<file path="config.mk">
export PLATFORM = sky130hd
export DESIGN_NAME = instr_fetch_unit_flat
export DESIGN_NICKNAME = d
export VERILOG_FILES = /design/src/rtl/instr_fetch_unit_if.sv /design/src/rtl/instr_fetch_unit.sv /design/src/flat_wrapper.sv
export SDC_FILE = /design/constraint.sdc
export NUM_CORES = 1
export LEC_CHECK = 0
export CORE_MARGIN = 5
export CORE_UTILIZATION = 43
export CTS_BUF_LIST = sky130_fd_sc_hd__clkbuf_2 sky130_fd_sc_hd__clkbuf_4 sky130_fd_sc_hd__clkbuf_8
export DETAILED_ROUTE_END_ITERATION = 12
export PLACE_DENSITY = 0.8
export SYNTH_ARGS = -nofsm -noshare
export SYNTH_HDL_FRONTEND = slang
export SYNTH_SLANG_ARGS = --single-unit
</file>
<file path="constraint.sdc">
create_clock -name clock -period 2.1 [get_ports clock]
set_input_delay 0.21 -clock clock [delete_from_list [all_inputs] [get_ports clock]]
set_output_delay 0.21 -clock clock [all_outputs]
set_load 0.05 [all_outputs]
</file>
<file path="src/rtl/instr_fetch_unit_if.sv">
// Fetch-unit bus bundle: instruction memory read port, processor valid/ready port and PC control.
// master = fetch unit side, slave = memory/processor side.
interface instr_fetch_unit_if #(
  parameter int ADDR_W = 8,
  parameter int DATA_W = 16
);
  logic              mem_req;
  logic [ADDR_W-1:0] mem_addr;
  logic [DATA_W-1:0] mem_rdata;
  logic [DATA_W-1:0] instr;
  logic [ADDR_W-1:0] instr_pc;
  logic              instr_valid;
  logic              instr_ready;
  logic              ld_pc;
  logic [ADDR_W-1:0] ld_addr;
  logic              halt;

  modport master (
    output mem_req, mem_addr, instr, instr_pc, instr_valid,
    input  mem_rdata, instr_ready, ld_pc, ld_addr, halt
  );

  modport slave (
    input  mem_req, mem_addr, instr, instr_pc, instr_valid,
    output mem_rdata, instr_ready, ld_pc, ld_addr, halt
  );
endinterface

</file>
<file path="src/rtl/instr_fetch_unit.sv">
// Instruction fetch unit: owns the PC, issues single-outstanding fixed-latency memory reads and
// hands words to the processor over valid/ready. Define FETCH_TRACE_EN to add the fetch_count port.
module instr_fetch_unit #(
  parameter int                ADDR_W   = 8,
  parameter int                DATA_W   = 16,
  parameter int                MEM_LAT  = 1,
  parameter logic [ADDR_W-1:0] RESET_PC = '0
) (
  input  logic               clock,
  input  logic               resetn,
`ifdef FETCH_TRACE_EN
  output logic [15:0]        fetch_count,
`endif
  instr_fetch_unit_if.master bus
);

  localparam int CNT_W = (MEM_LAT > 1) ? $clog2(MEM_LAT) : 1;

  typedef enum logic [1:0] {FETCH, WAIT, HOLD} state_t;

  state_t            state;
  logic [ADDR_W-1:0] pc;
  logic [CNT_W-1:0]  wait_cnt;
  logic              issue;
  logic              xfer;

  // resetn is active-high despite its name; a request is never issued in a reset or load cycle.
  assign issue        = (state == FETCH) && !bus.halt && !bus.ld_pc && !resetn;
  assign xfer         = bus.instr_valid && bus.instr_ready;
  assign bus.mem_req  = issue;
  assign bus.mem_addr = issue ? pc : '0;

  // NOTE: sequential state uses non-blocking assignments so every register samples pre-edge values.
  always_ff @(posedge clock) begin
    if (resetn) begin
      state           <= FETCH;
      pc              <= RESET_PC;
      wait_cnt        <= '0;
      bus.instr       <= '0;
      bus.instr_pc    <= '0;
      bus.instr_valid <= 1'b0;
    end else if (bus.ld_pc) begin
      // A load discards any in-flight read or presented word; a same-cycle transfer has already happened.
      state           <= FETCH;
      pc              <= bus.ld_addr;
      bus.instr_valid <= 1'b0;
    end else begin
      unique case (state)
        FETCH: begin
          if (issue) begin
            wait_cnt <= CNT_W'(MEM_LAT - 1);
            state    <= WAIT;
          end
        end
        WAIT: begin
          if (wait_cnt != '0) begin
            wait_cnt <= wait_cnt - CNT_W'(1);
          end else begin
            bus.instr       <= bus.mem_rdata;
            bus.instr_pc    <= pc;
            bus.instr_valid <= 1'b1;
            pc              <= pc + ADDR_W'(1);
            state           <= HOLD;
          end
        end
        HOLD: begin
          if (xfer) begin
            bus.instr_valid <= 1'b0;
            state           <= FETCH;
          end
        end
        default: state <= FETCH;
      endcase
    end
  end

`ifdef FETCH_TRACE_EN
  // Saturating count of accepted instructions; survives PC loads.
  always_ff @(posedge clock) begin
    if (resetn) begin
      fetch_count <= '0;
    end else if (xfer && (fetch_count != 16'hFFFF)) begin
      fetch_count <= fetch_count + 16'd1;
    end
  end
`endif

endmodule

</file>
<file path="src/flat_wrapper.sv">
// flat-port wrapper written by rule: the top's interface ports become plain ports
module instr_fetch_unit_flat 
#(
  parameter int                ADDR_W   = 8,
  parameter int                DATA_W   = 16,
  parameter int                MEM_LAT  = 1,
  parameter logic [ADDR_W-1:0] RESET_PC = '0
)
  (clock, resetn, bus_mem_req, bus_mem_addr, bus_instr, bus_instr_pc, bus_instr_valid, bus_mem_rdata, bus_instr_ready, bus_ld_pc, bus_ld_addr, bus_halt);
  instr_fetch_unit_if #(.ADDR_W(ADDR_W), .DATA_W(DATA_W)) bus_i ();
  input  logic clock;
  input  logic resetn;
  output wire logic [$bits(bus_i.mem_req)-1:0] bus_mem_req;
  output wire logic [$bits(bus_i.mem_addr)-1:0] bus_mem_addr;
  output wire logic [$bits(bus_i.instr)-1:0] bus_instr;
  output wire logic [$bits(bus_i.instr_pc)-1:0] bus_instr_pc;
  output wire logic [$bits(bus_i.instr_valid)-1:0] bus_instr_valid;
  input wire logic [$bits(bus_i.mem_rdata)-1:0] bus_mem_rdata;
  input wire logic [$bits(bus_i.instr_ready)-1:0] bus_instr_ready;
  input wire logic [$bits(bus_i.ld_pc)-1:0] bus_ld_pc;
  input wire logic [$bits(bus_i.ld_addr)-1:0] bus_ld_addr;
  input wire logic [$bits(bus_i.halt)-1:0] bus_halt;
  assign bus_mem_req = bus_i.mem_req;
  assign bus_mem_addr = bus_i.mem_addr;
  assign bus_instr = bus_i.instr;
  assign bus_instr_pc = bus_i.instr_pc;
  assign bus_instr_valid = bus_i.instr_valid;
  assign bus_i.mem_rdata = bus_mem_rdata;
  assign bus_i.instr_ready = bus_instr_ready;
  assign bus_i.ld_pc = bus_ld_pc;
  assign bus_i.ld_addr = bus_ld_addr;
  assign bus_i.halt = bus_halt;
  instr_fetch_unit #(.ADDR_W(ADDR_W), .DATA_W(DATA_W), .MEM_LAT(MEM_LAT), .RESET_PC(RESET_PC)) u_core (.clock(clock), .resetn(resetn), .bus(bus_i));
endmodule
</file>
# Word level (Yosys, flattened, before mapping)
# Cells that the tools add are included.
[word_totals] latchBits=0 ramBits=0 n_memories=0 mem_bits_ro=0 in_bits=29 ff_bits=36 out_inout_bits=34
[op_classes] n_mux=14 reduce_logical=17 addsub=2 n_lt_le_gt_ge=0 n_eq_ne=6 n_div=0 shift=0 bitwise=2 n_mul=0
[ops] operator="$mux 8" n=4
[ops] operator="$reduce_and 3->1" n=4
[ops] operator="$add 8x1->8 const B" n=1
[ops] operator="$mux 2" n=3
[ops] operator="$pmux 2 s3" n=1
[ops] operator="$reduce_bool 2->1" n=3
[ops] operator="$logic_and 1x1->1" n=4
[ops] operator="$mux 1" n=4
[ops] operator="$ne 2x1->1 const B" n=2
[ops] operator="$ne 2x2->1 const B" n=2
[ops] operator="$pmux 1 s2" n=2
[ops] operator="$logic_not 1->1" n=3
[ops] operator="$eq 2x1->1 const B" n=1
[ops] operator="$eq 2x2->1 const B" n=1
[ops] operator="$logic_not 2->1" n=1
[ops] operator="$not 1->1" n=2
[ops] operator="$reduce_and 2->1" n=1
[ops] operator="$reduce_or 2->1" n=1
[ops] operator="$sub 1x1->1 const B" n=1

# Depth between registers and ports, before layout
# Gate-level depths: netlist (run 1).
[logic_depth] word_depth=6 depth_mapped=6 ltp_nobuf=4

# Worst setup path after synthesis (run 1)
# No wires, ideal clock.
[synth_path] kind="input to output" from="input port bus_ld_pc" to="output port bus_mem_addr[0]" cell_stages=4 arrival_time_ps=2243 n_path_buf=1 required_time_ps=1890 setup_slack_ps=-353 cell_sequence="buf_2 > or4_1 > nor2_1 > and2_1"
[synth_between] elab_chain_cells=4
[synth_rtl] item="start, declared" line_no="flat_wrapper.sv:20" rtl="input wire logic [$bits(bus_i.ld_pc)-1:0] bus_ld_pc;"
[synth_rtl] item="$logic_not 1->1" line_no="instr_fetch_unit.sv:28" rtl="assign issue = (state == FETCH) && !bus.halt && !bus.ld_pc && !resetn;"
[synth_rtl] item="$logic_and 1x1->1 (2 in a row)" line_no="instr_fetch_unit.sv:28"
[synth_rtl] item="net bus_mem_req" line_no="flat_wrapper.sv:13" rtl="output wire logic [$bits(bus_i.mem_req)-1:0] bus_mem_req;"
[synth_rtl] item="$mux 8" line_no="instr_fetch_unit.sv:31" rtl="assign bus.mem_addr = issue ? pc : '0;"
[synth_rtl] item="end, declared" line_no="flat_wrapper.sv:14" rtl="output wire logic [$bits(bus_i.mem_addr)-1:0] bus_mem_addr;"
# The timed path passes the listed nets, and every way through them passes these cells.

# Worst setup path in the final report (run 1)
[layout_path] from="register u_core.state[0]" to="output port bus_mem_addr[5]"
[layout_between] elab_chain_cells=5
[layout_rtl] item="start, declared" line_no="instr_fetch_unit.sv:21" rtl="state_t state;"
[layout_rtl] item="start signal, assigned" line_no="instr_fetch_unit.sv:36" rtl="state <= FETCH;"
[layout_rtl] item="start signal, assigned" line_no="instr_fetch_unit.sv:44" rtl="state <= FETCH;"
[layout_rtl] item="start signal, assigned" line_no="instr_fetch_unit.sv:52" rtl="state <= WAIT;"
[layout_rtl] item="$logic_not 2->1" line_no="instr_fetch_unit.sv:28"
[layout_rtl] item="$logic_and 1x1->1 (3 in a row)" line_no="instr_fetch_unit.sv:28"
[layout_rtl] item="$mux 8" line_no="instr_fetch_unit.sv:31"
# Every way passes these cells.

==> run metrics, run 1 <==
share of layout cells above drive strength 1 around 11%; drt drc 0; Port-buffer cells 62; fin crit share ~96%; Hold WS between 0.4 and 0.5 ns; LEAKAGE roughly 0.00079 µW; DR iter-0 viols roughly 100; routed via count 1,440; final setup margin around 0.082 ns; Total Power 1270 µW; startpoint types flop; vias in the first global route 1,309; Synth area leader dfxtp_1; EDFF count, synth 0; worst reg2reg endpoint u_core.pc[6]; Mapped Cells 180; largest net degree at the start of global routing 36; Hold WC Path Type in -> reg; layout overhead on the synthesized area 57.3%; CP Max Fanout 8; HP Start bus_mem_rdata[11]; # Max-Cap Violations 0; Final Util 69.1%; setup TNS 0 ns; initial antenna violation count 0; GR Overflow Total 0; Area contributors post-synth dfxtp_1 (49%), nand2_1 (13%), a21oi_1 (8.7%); Final Routed Wirelength between 3000 and 4000 µm; Post-synth top flop dfxtp_1; FP Rows 21; Ys Warns 0; Tmin final between 2 and 2.5 ns; # IOs 63; Filler Cells Inserted 274; Slew Viols, Final 0; die area 4610 µm²; first-pass GRT wire length 5820 µm; FFs w/ async S/R, synth 0%; nets 272; CTS clock-pin slew for the worst setup and hold paths 0.11 ns; top-area cell type share of the netlist area 48.6%; overall routing resource usage 16.9%; Final ANT Viol Nets 0; Synth top cells by count nand2_1 (50), dfxtp_1 (35), a21oi_1 (25); H-tree depth 2; VDD IR max 0.342 mV; diode count 0; R2R Path Start u_core.pc[0]; Slew Limit Headroom 65.6%; core area 3280 µm²; CTS tree yes; Synth cell types 35; post-synth design cell area 1440 µm²; Post-Syn Area per Cell 8.01 µm²; Req. time, crit path 1.89 ns; Final setup violation count 0; post-synthesis sequential area ratio ~49%; worst hold stages 3; RSZ-0062 raised after global routing true; worst slack at placement between 0.07 and 0.08 ns; drt first pass iters 4; actual slew at the worst max-slew pin 0.514 ns; cts bufs inserted 5; FF+latch count, synth 35; Worst R2R Path Depth 4; CP Capture Type primary output; worst-case clock buffer depth 2; die width 67.9 µm; Layout Skew approximately 0.0076 ns; Die Span Y around 68 µm; Register-to-Register Setup Slack 0.49 ns; crit path DAT around 1.8 ns; initial core utilization 43.9%; critical path type reg -> out; hold endpoint u_core.bus.instr[11]; syn nets 210; cts hold-fix bufs 0; outcome completed; most instantiated library cell after synthesis nand2_1; Final Hold Fails 0; DR WL/cell 12.9 µm; CTS sink cnt 35; post-DR vias/cell between 4 and 5; PwrDens about 560 nW/µm²; Max Freq 0.496 GHz; CTS root buffer clkbuf_4; Skew-Pair Late Insertion Delay approximately 0.34 ns; Placer Congestion 0.802; DP HPWL 2690 µm
[critical path: stages (launching register included)]
cell and delay, ns:
dfxtp_1 0.37, or4_4 0.59, nor2_4 0.16, and2_1 0.20
buf_12 0.15
[cell families (layout without fill, tap and decap cells)]
kind of cell	after synthesis	in the layout	synth area share (%)
AO/OA/AOI/OAI	42	42	17.2
XOR/XNOR	2	2	1.21
adder cells (fa/ha/maj)	1	1	0.867
buffers and inverters	16	79	4.86
flip-flops	35	35	48.6
multiplexers	1	1	0.694
AND/OR/NAND/NOR	83	83	26.6
[per-stage QoR]
stage | area, µm² | std cells
after global routing | 2270 | 289
after floorplan | 1460 | 180
after global placement | 2200 | 280
after detailed placement | 2200 | 280
after CTS | 2270 | 289
final | 2270 | 289
[worst max-delay path by stage]
stage	end	slack [ns]	depth (start not counted)	from
after floorplan	bus_mem_addr[0]	0.11	4	bus_ld_pc
after global placement	bus_mem_addr[5]	0.11	5	bus_ld_pc
after detailed placement	bus_mem_addr[5]	0.08	5	bus_ld_pc
after CTS	bus_mem_addr[5]	0.04	4	u_core.state[0]
after global routing	bus_mem_addr[6]	-0.01	4	u_core.state[0]
final	bus_mem_addr[5]	0.08	4	u_core.state[0]
[area by class of cell]
cell class,instances,area [µm²],area share [%]
Sequential cell,35,701,30.9
Clock inverter,2,12.5,0.551
Inverter,4,15.0,0.662
Multi-Input combinational cell,129,691,30.4
Clock buffer,6,45.0,1.98
Tap cell,46,57.6,2.54
Timing Repair Buffer,67,748,33.0
[metal layers]
metal	track usage [%]	vias up	wire length, µm
met2	29.0	47	1860
met1	19.1	654	1560
li1	-	733	-
met5	0	-	0
met4	6.20	0	55
met3	5.91	6	264
[what timing repair did]
action,CTS,global route
setup endpoints to repair,7,7
cloned,0,0
setup buffers,1,0
gates resized for setup,1,1
pin swaps,1,1
[power by group]
group | switching, µW | internal [µW] | leakage [µW]
Sequential | 23.7 | 684 | 0.000285
Combinational | 101 | 101 | 0.000470
Clock | 220 | 142 | 0.0000317
[sequential cells by signal, summed over array words and instances, names as in the netlist]
signal                  flops
u_core.state                2
u_core.pc                   8
u_core.bus.instr_pc         8
u_core.bus.instr_valid      1
u_core.bus.instr           16
[cells in the final DEF, fill, tap and decap left out, drive strengths merged, types with 2 or more instances in the layout]
cell,Yosys,routed
a311oi,2,2
nor2b,2,2
a211oi,3,3
buf,4,14
a21oi,25,25
clkbuf,8,6
nand3,2,2
nor2,9,9
inv,4,4
nand2,50,50
xnor2,2,2
clkdlybuf4s50,0,53
or3,3,3
o21ai,5,5
and2,7,7
dfxtp,35,35
nor3,2,2
No activity file was read; power rests on OpenSTA's default activity.
==> inputs of run 2 (changes only) <==
- CORE_UTILIZATION: 43 -> 35
- PLACE_DENSITY: 0.8 -> 0.67
- SETUP_SLACK_MARGIN: default -> 0.1
==> run metrics, run 2 (synthesis gave the netlist of run 1 again) <==
initial antenna violation count 0 (unchanged); Hold WC Path Type reg -> reg; cell breakdown of the critical path clkdlybuf4s50_1 -> or4_4 -> nor2_4 -> and2_4 -> buf_12; layout overhead on the synthesized area 61.0%; FP Rows 23 (+9.5%); DP HPWL 2810 µm (+4.6%); Placer Congestion 0.787 (-2.0%); CP bufs+invs 2 (+1); actual slew at the worst max-slew pin 0.527 ns (+0.0127 ns); Final Hold Fails 0 (unchanged); VDD IR max 0.360 mV (+5.2%); most frequent cells in the layout clkdlybuf4s50_1 (53), nand2_1 (50), dfxtp_1 (34); worst-case clock buffer depth 2 (unchanged); die width 74.2 µm (+9.2%); CTS clock-pin slew for the worst setup and hold paths 0.07 ns (-0.04 ns); commonest non-fill, non-tap cell in the layout clkdlybuf4s50_1; # Max-Cap Violations 0 (unchanged); vias in the first global route 1,321 (+0.92%); critical path type in -> out; # IOs 63 (unchanged); worst hold stages 2 (-1); H-tree depth 2 (unchanged); drt drc 0 (unchanged); PwrDens 602 nW/µm² (+7.4%); fin crit share 90.7% (-5.3 points); Req. time, crit path 1.89 ns (about the same); Skew-Pair Late Insertion Delay 0.28 ns (-0.06 ns); Filler Cells Inserted 371 (+35%); CTS tree yes; DR iter-0 viols 68 (-35%); cts bufs inserted 5 (unchanged); drt first pass iters 4 (unchanged); Max stage delay on crit path 0.55 ns (-0.04 ns); Slowest cell on crit path or4_4; Slew Viols, Final 0 (unchanged); CTS root buffer clkbuf_8; core area 4000 µm² (+22%); Die Span Y 74.2 µm (+9.2%); Final setup violation count 0 (unchanged); setup TNS 0 ns (unchanged); post-DR vias/cell 4.84 (-2.9%); routed via count 1,418 (-1.5%); die area 5510 µm² (+19%); Slew Limit Headroom 64.8% (-0.85 points); first-pass GRT wire length 6160 µm (+5.8%); Port-buffer cells 62 (unchanged); overall routing resource usage 14.7% (-2.1 points); CP Max Fanout 8 (unchanged); CP Capture Type primary output; Worst path depth 5 (+1); largest net degree at the start of global routing 36 (unchanged); RSZ-0062 raised after global routing false; cts hold-fix bufs 0 (unchanged); crit path DAT 1.70 ns (-0.11 ns); Worst R2R Path Depth 4 (unchanged); GR Overflow Total 0 (unchanged); diode count 0 (unchanged); CTS sink cnt 35 (unchanged); Tmin final 1.91 ns (-0.112 ns); Total Power 1400 µW (+9.9%); initial core utilization 36.1% (-7.9 points); startpoint types primary input; DP Area 2200 µm² (+0.23%); Biggest register u_core.bus.instr; Layout Skew 0.00506 ns (-0.00251 ns); CP top delay family simple AND/OR/NAND/NOR gates; nets 272 (unchanged); share of layout cells above drive strength 1 14.0% (+2.9 points); DR WL/cell 13.6 µm (+5.0%); Final Routed Wirelength 3980 µm (+6.4%); max reg flops 16 (unchanged); Final ANT Viol Nets 0 (unchanged); post-route cell area 2320 µm² (+2.3%); outcome completed; Max Freq 0.525 GHz (+5.9%); LEAKAGE 0.000808 µW (+2.8%); registers with the most flip-flops u_core.bus.instr (16), u_core.bus.instr_pc (8), u_core.pc (8)
-- run 2: power breakdown --
part	internal, µW	leakage [µW]	switching (µW)
sequential	684	0.000285	24.9
combinational	102	0.000479	102
clock	244	0.0000446	240
total	1030	0.000808	367
-- run 2: worst paths after layout --
| path | startpoint | slack [ns] | end |
|---|---|---|---|
| worst max-delay path | bus_ld_pc | 0.19 | bus_mem_addr[4] |
| worst min-delay path | u_core.bus.instr_pc[4] | 0.45 | u_core.bus.instr_pc[4] |
| worst max register to register | u_core.pc[1] | 0.53 | u_core.pc[4] |
| worst min register to register | u_core.bus.instr_pc[4] | 0.45 | u_core.bus.instr_pc[4] |
-- run 2: routing by layer --
layer | global-route usage [%] | vias to the layer above | wire [µm] | part of all wire, %
li1 | - | 734 | - | -
met4 | 4.23 | 0 | 9 | 0.23
met3 | 5.68 | 2 | 317 | 8.0
met5 | 0 | - | 0 | 0
met1 | 18.5 | 636 | 1750 | 44
met2 | 23.4 | 46 | 1900 | 48
-- run 2: cell type report --
class | count | area, µm² | area share, %
clock buffers | 6 | 76.3 | 3.29
clock inverters | 2 | 12.5 | 0.539
inverters | 4 | 15.0 | 0.647
multi-input cells | 129 | 706 | 30.4
flip-flops and latches | 35 | 702 | 30.2
well taps | 50 | 62.6 | 2.69
repair buffers | 67 | 748 | 32.2
-- run 2: worst register-to-register path, stage by stage (launching register included) --
cell,delay (ns)
dfxtp_1,0.47
ha_1,0.21
nand3b_1,0.17
or3_1,0.38
a311oi_1,0.25
-- run 2: through the flow --
step	util (%)	worst slack (ns)	cells	hold WS (ns)
5_1_grt	58.1	0.129	293	0.450
2_1_floorplan	-	0.107	180	0.325
3_5_place_dp	55.1	0.0706	284	0.446
3_3_place_gp	55.1	0.102	284	0.441
4_1_cts	57.6	0.0889	293	0.447
6_report	58.1	0.194	293	0.455
-- run 2: what timing repair did --
action,in CTS,in global routing
setup endpoints to repair,7,7
pin swaps,1,3
hold endpoints to repair,0,0
buffers inserted,1,0
resized for setup,2,7
==> inputs of run 3 (changes only) <==
- CORE_MARGIN: 5 -> 2
==> run metrics, run 3 (synthesis gave the netlist of run 1 again) <==
CTS tree yes; CTS root buffer clkbuf_8; Placer Congestion 0.812 (+3.2%); Port-buffer cells 62 (unchanged); FP Rows 23 (unchanged); RSZ-0062 raised after global routing true; Hold WC Path Type reg -> reg; routed via count 1,422 (+0.28%); Biggest register u_core.bus.instr; CTS clock-pin slew for the worst setup and hold paths 0.07 ns (about the same); VDD IR max 0.432 mV (+20%); die area 4650 µm² (-16%); # Max-Cap Violations 0 (unchanged); crit path DAT 1.75 ns (+0.05 ns); post-DR vias/cell 4.84 (about the same); Req. time, crit path 1.89 ns (about the same); share of layout cells above drive strength 1 14.3% (+0.35 points); die width 68.2 µm (-8.1%); Slew Limit Headroom 65.2% (+0.42 points); register area 704 µm² (+0.36%); Layout Skew 0.00634 ns (+0.00127 ns); Max stage delay on crit path 0.57 ns (+0.02 ns); vias in the first global route 1,306 (-1.1%); initial antenna violation count 0 (unchanged); max reg flops 16 (unchanged); largest net degree at the start of global routing 36 (unchanged); initial core utilization 36.3% (+0.26 points); Slew Viols, Final 0 (unchanged); cts bufs inserted 5 (unchanged); commonest non-fill, non-tap cell in the layout clkdlybuf4s50_1; Final setup violation count 0 (unchanged); Total Power 1640 µW (+17%); CTS sink cnt 35 (unchanged); core area 3970 µm² (-0.72%); cell breakdown of the critical path or4_4 -> nor2_4 -> and2_4 -> buf_12; Tmin final 1.96 ns (+0.0529 ns); # IOs 63 (unchanged); Slowest cell on crit path or4_4; Max Freq 0.511 GHz (-2.7%); outcome completed; startpoint types flop; registers with the most flip-flops u_core.bus.instr (16), u_core.bus.instr_pc (8), u_core.pc (8); Final Routed Wirelength 3630 µm (-8.9%); layout overhead on the synthesized area 65.0%; Hold WS 0.453 ns (-0.00178 ns); DP HPWL 2500 µm (-11%); Filler Cells Inserted 376 (+1.3%); nets 273 (+0.37%); overall routing resource usage 16.9% (+2.2 points); setup TNS 0 ns (unchanged); CP Max Fanout 8 (unchanged); Die Span Y 68.2 µm (-8.1%); H-tree depth 2 (unchanged); actual slew at the worst max-slew pin 0.521 ns (-0.00632 ns); DR iter-0 viols 97 (+43%); Final ANT Viol Nets 0 (unchanged); CP Capture Type primary output; Skew-Pair Late Insertion Delay 0.29 ns (about the same); Final Hold Fails 0 (unchanged); cts hold-fix bufs 0 (unchanged); PwrDens 688 nW/µm² (+14%); LEAKAGE 0.000837 µW (+3.5%); critical path type reg -> out; first-pass GRT wire length 5870 µm (-4.8%); most frequent cells in the layout clkdlybuf4s50_1 (53), nand2_1 (50), dfxtp_1 (34); DR WL/cell 12.3 µm (-9.2%); multi-input logic area 706 µm² (unchanged); GR Overflow Total 0 (unchanged); worst-case clock buffer depth 2 (unchanged); diode count 0 (unchanged); fin crit share 93.3% (+2.5 points); drt drc 0 (unchanged); drt first pass iters 4 (unchanged)
-- run 3: final timing paths --
kind | start | end | slack [ns] | cells past startpoint
worst max-delay path | u_core.state[0] | bus_mem_addr[5] | 0.14 | 4
worst min-delay path | u_core.bus.instr[15] | u_core.bus.instr[15] | 0.45 | 2
worst max register to register | u_core.pc[0] | u_core.pc[6] | 0.56 | 4
worst min register to register | u_core.bus.instr[15] | u_core.bus.instr[15] | 0.45 | 2
-- run 3: worst max-delay path, delay by kind of cell, from the launching register on --
family / cells / cell delay [ns]
buffers and inverters: 1 / 0.13
AND/OR/NAND/NOR: 3 / 0.99
flip-flops: 1 / 0.35
-- run 3: routing by layer --
metal	wire length [µm]	up-vias	track usage (%)
li1	-	733	-
met4	72	0	7.50
met1	1600	642	20.6
met3	201	8	4.61
met5	0	-	0
met2	1750	39	27.9
-- run 3: cell type report --
class                   count  area share, %
flip-flops and latches     35           29.6
inverters                   4          0.631
multi-input cells         129           29.7
clock buffers               6           3.21
clock inverters             2           2.52
repair buffers             68           31.8
well taps                  50           2.63
-- run 3: power by group --
group          switching (µW)  internal [µW]
sequential               23.1            683
combinational             101            104
clock                     238            487
total                     363           1270
-- run 3: timing repair --
action	in CTS	in global routing
endpoints found under the hold margin	0	0
gates resized for setup	1	9
setup endpoints to repair	7	7
pin swaps	0	6
gates cloned	0	0
buffers inserted	0	1
-- run 3: stage by stage --
| stage | std cells | instance area (µm²) | util [%] | setup WS [ns] |
|---|---|---|---|---|
| 2_1_floorplan | 180 | 1460 | - | 0.107 |
| 3_3_place_gp | 285 | 2210 | 55.7 | 0.0948 |
| 3_5_place_dp | 285 | 2210 | 55.7 | 0.0874 |
| 4_1_cts | 293 | 2350 | 59.2 | 0.123 |
| 5_1_grt | 294 | 2380 | 59.9 | 0.0655 |
| 6_report | 294 | 2380 | 59.9 | 0.142 |
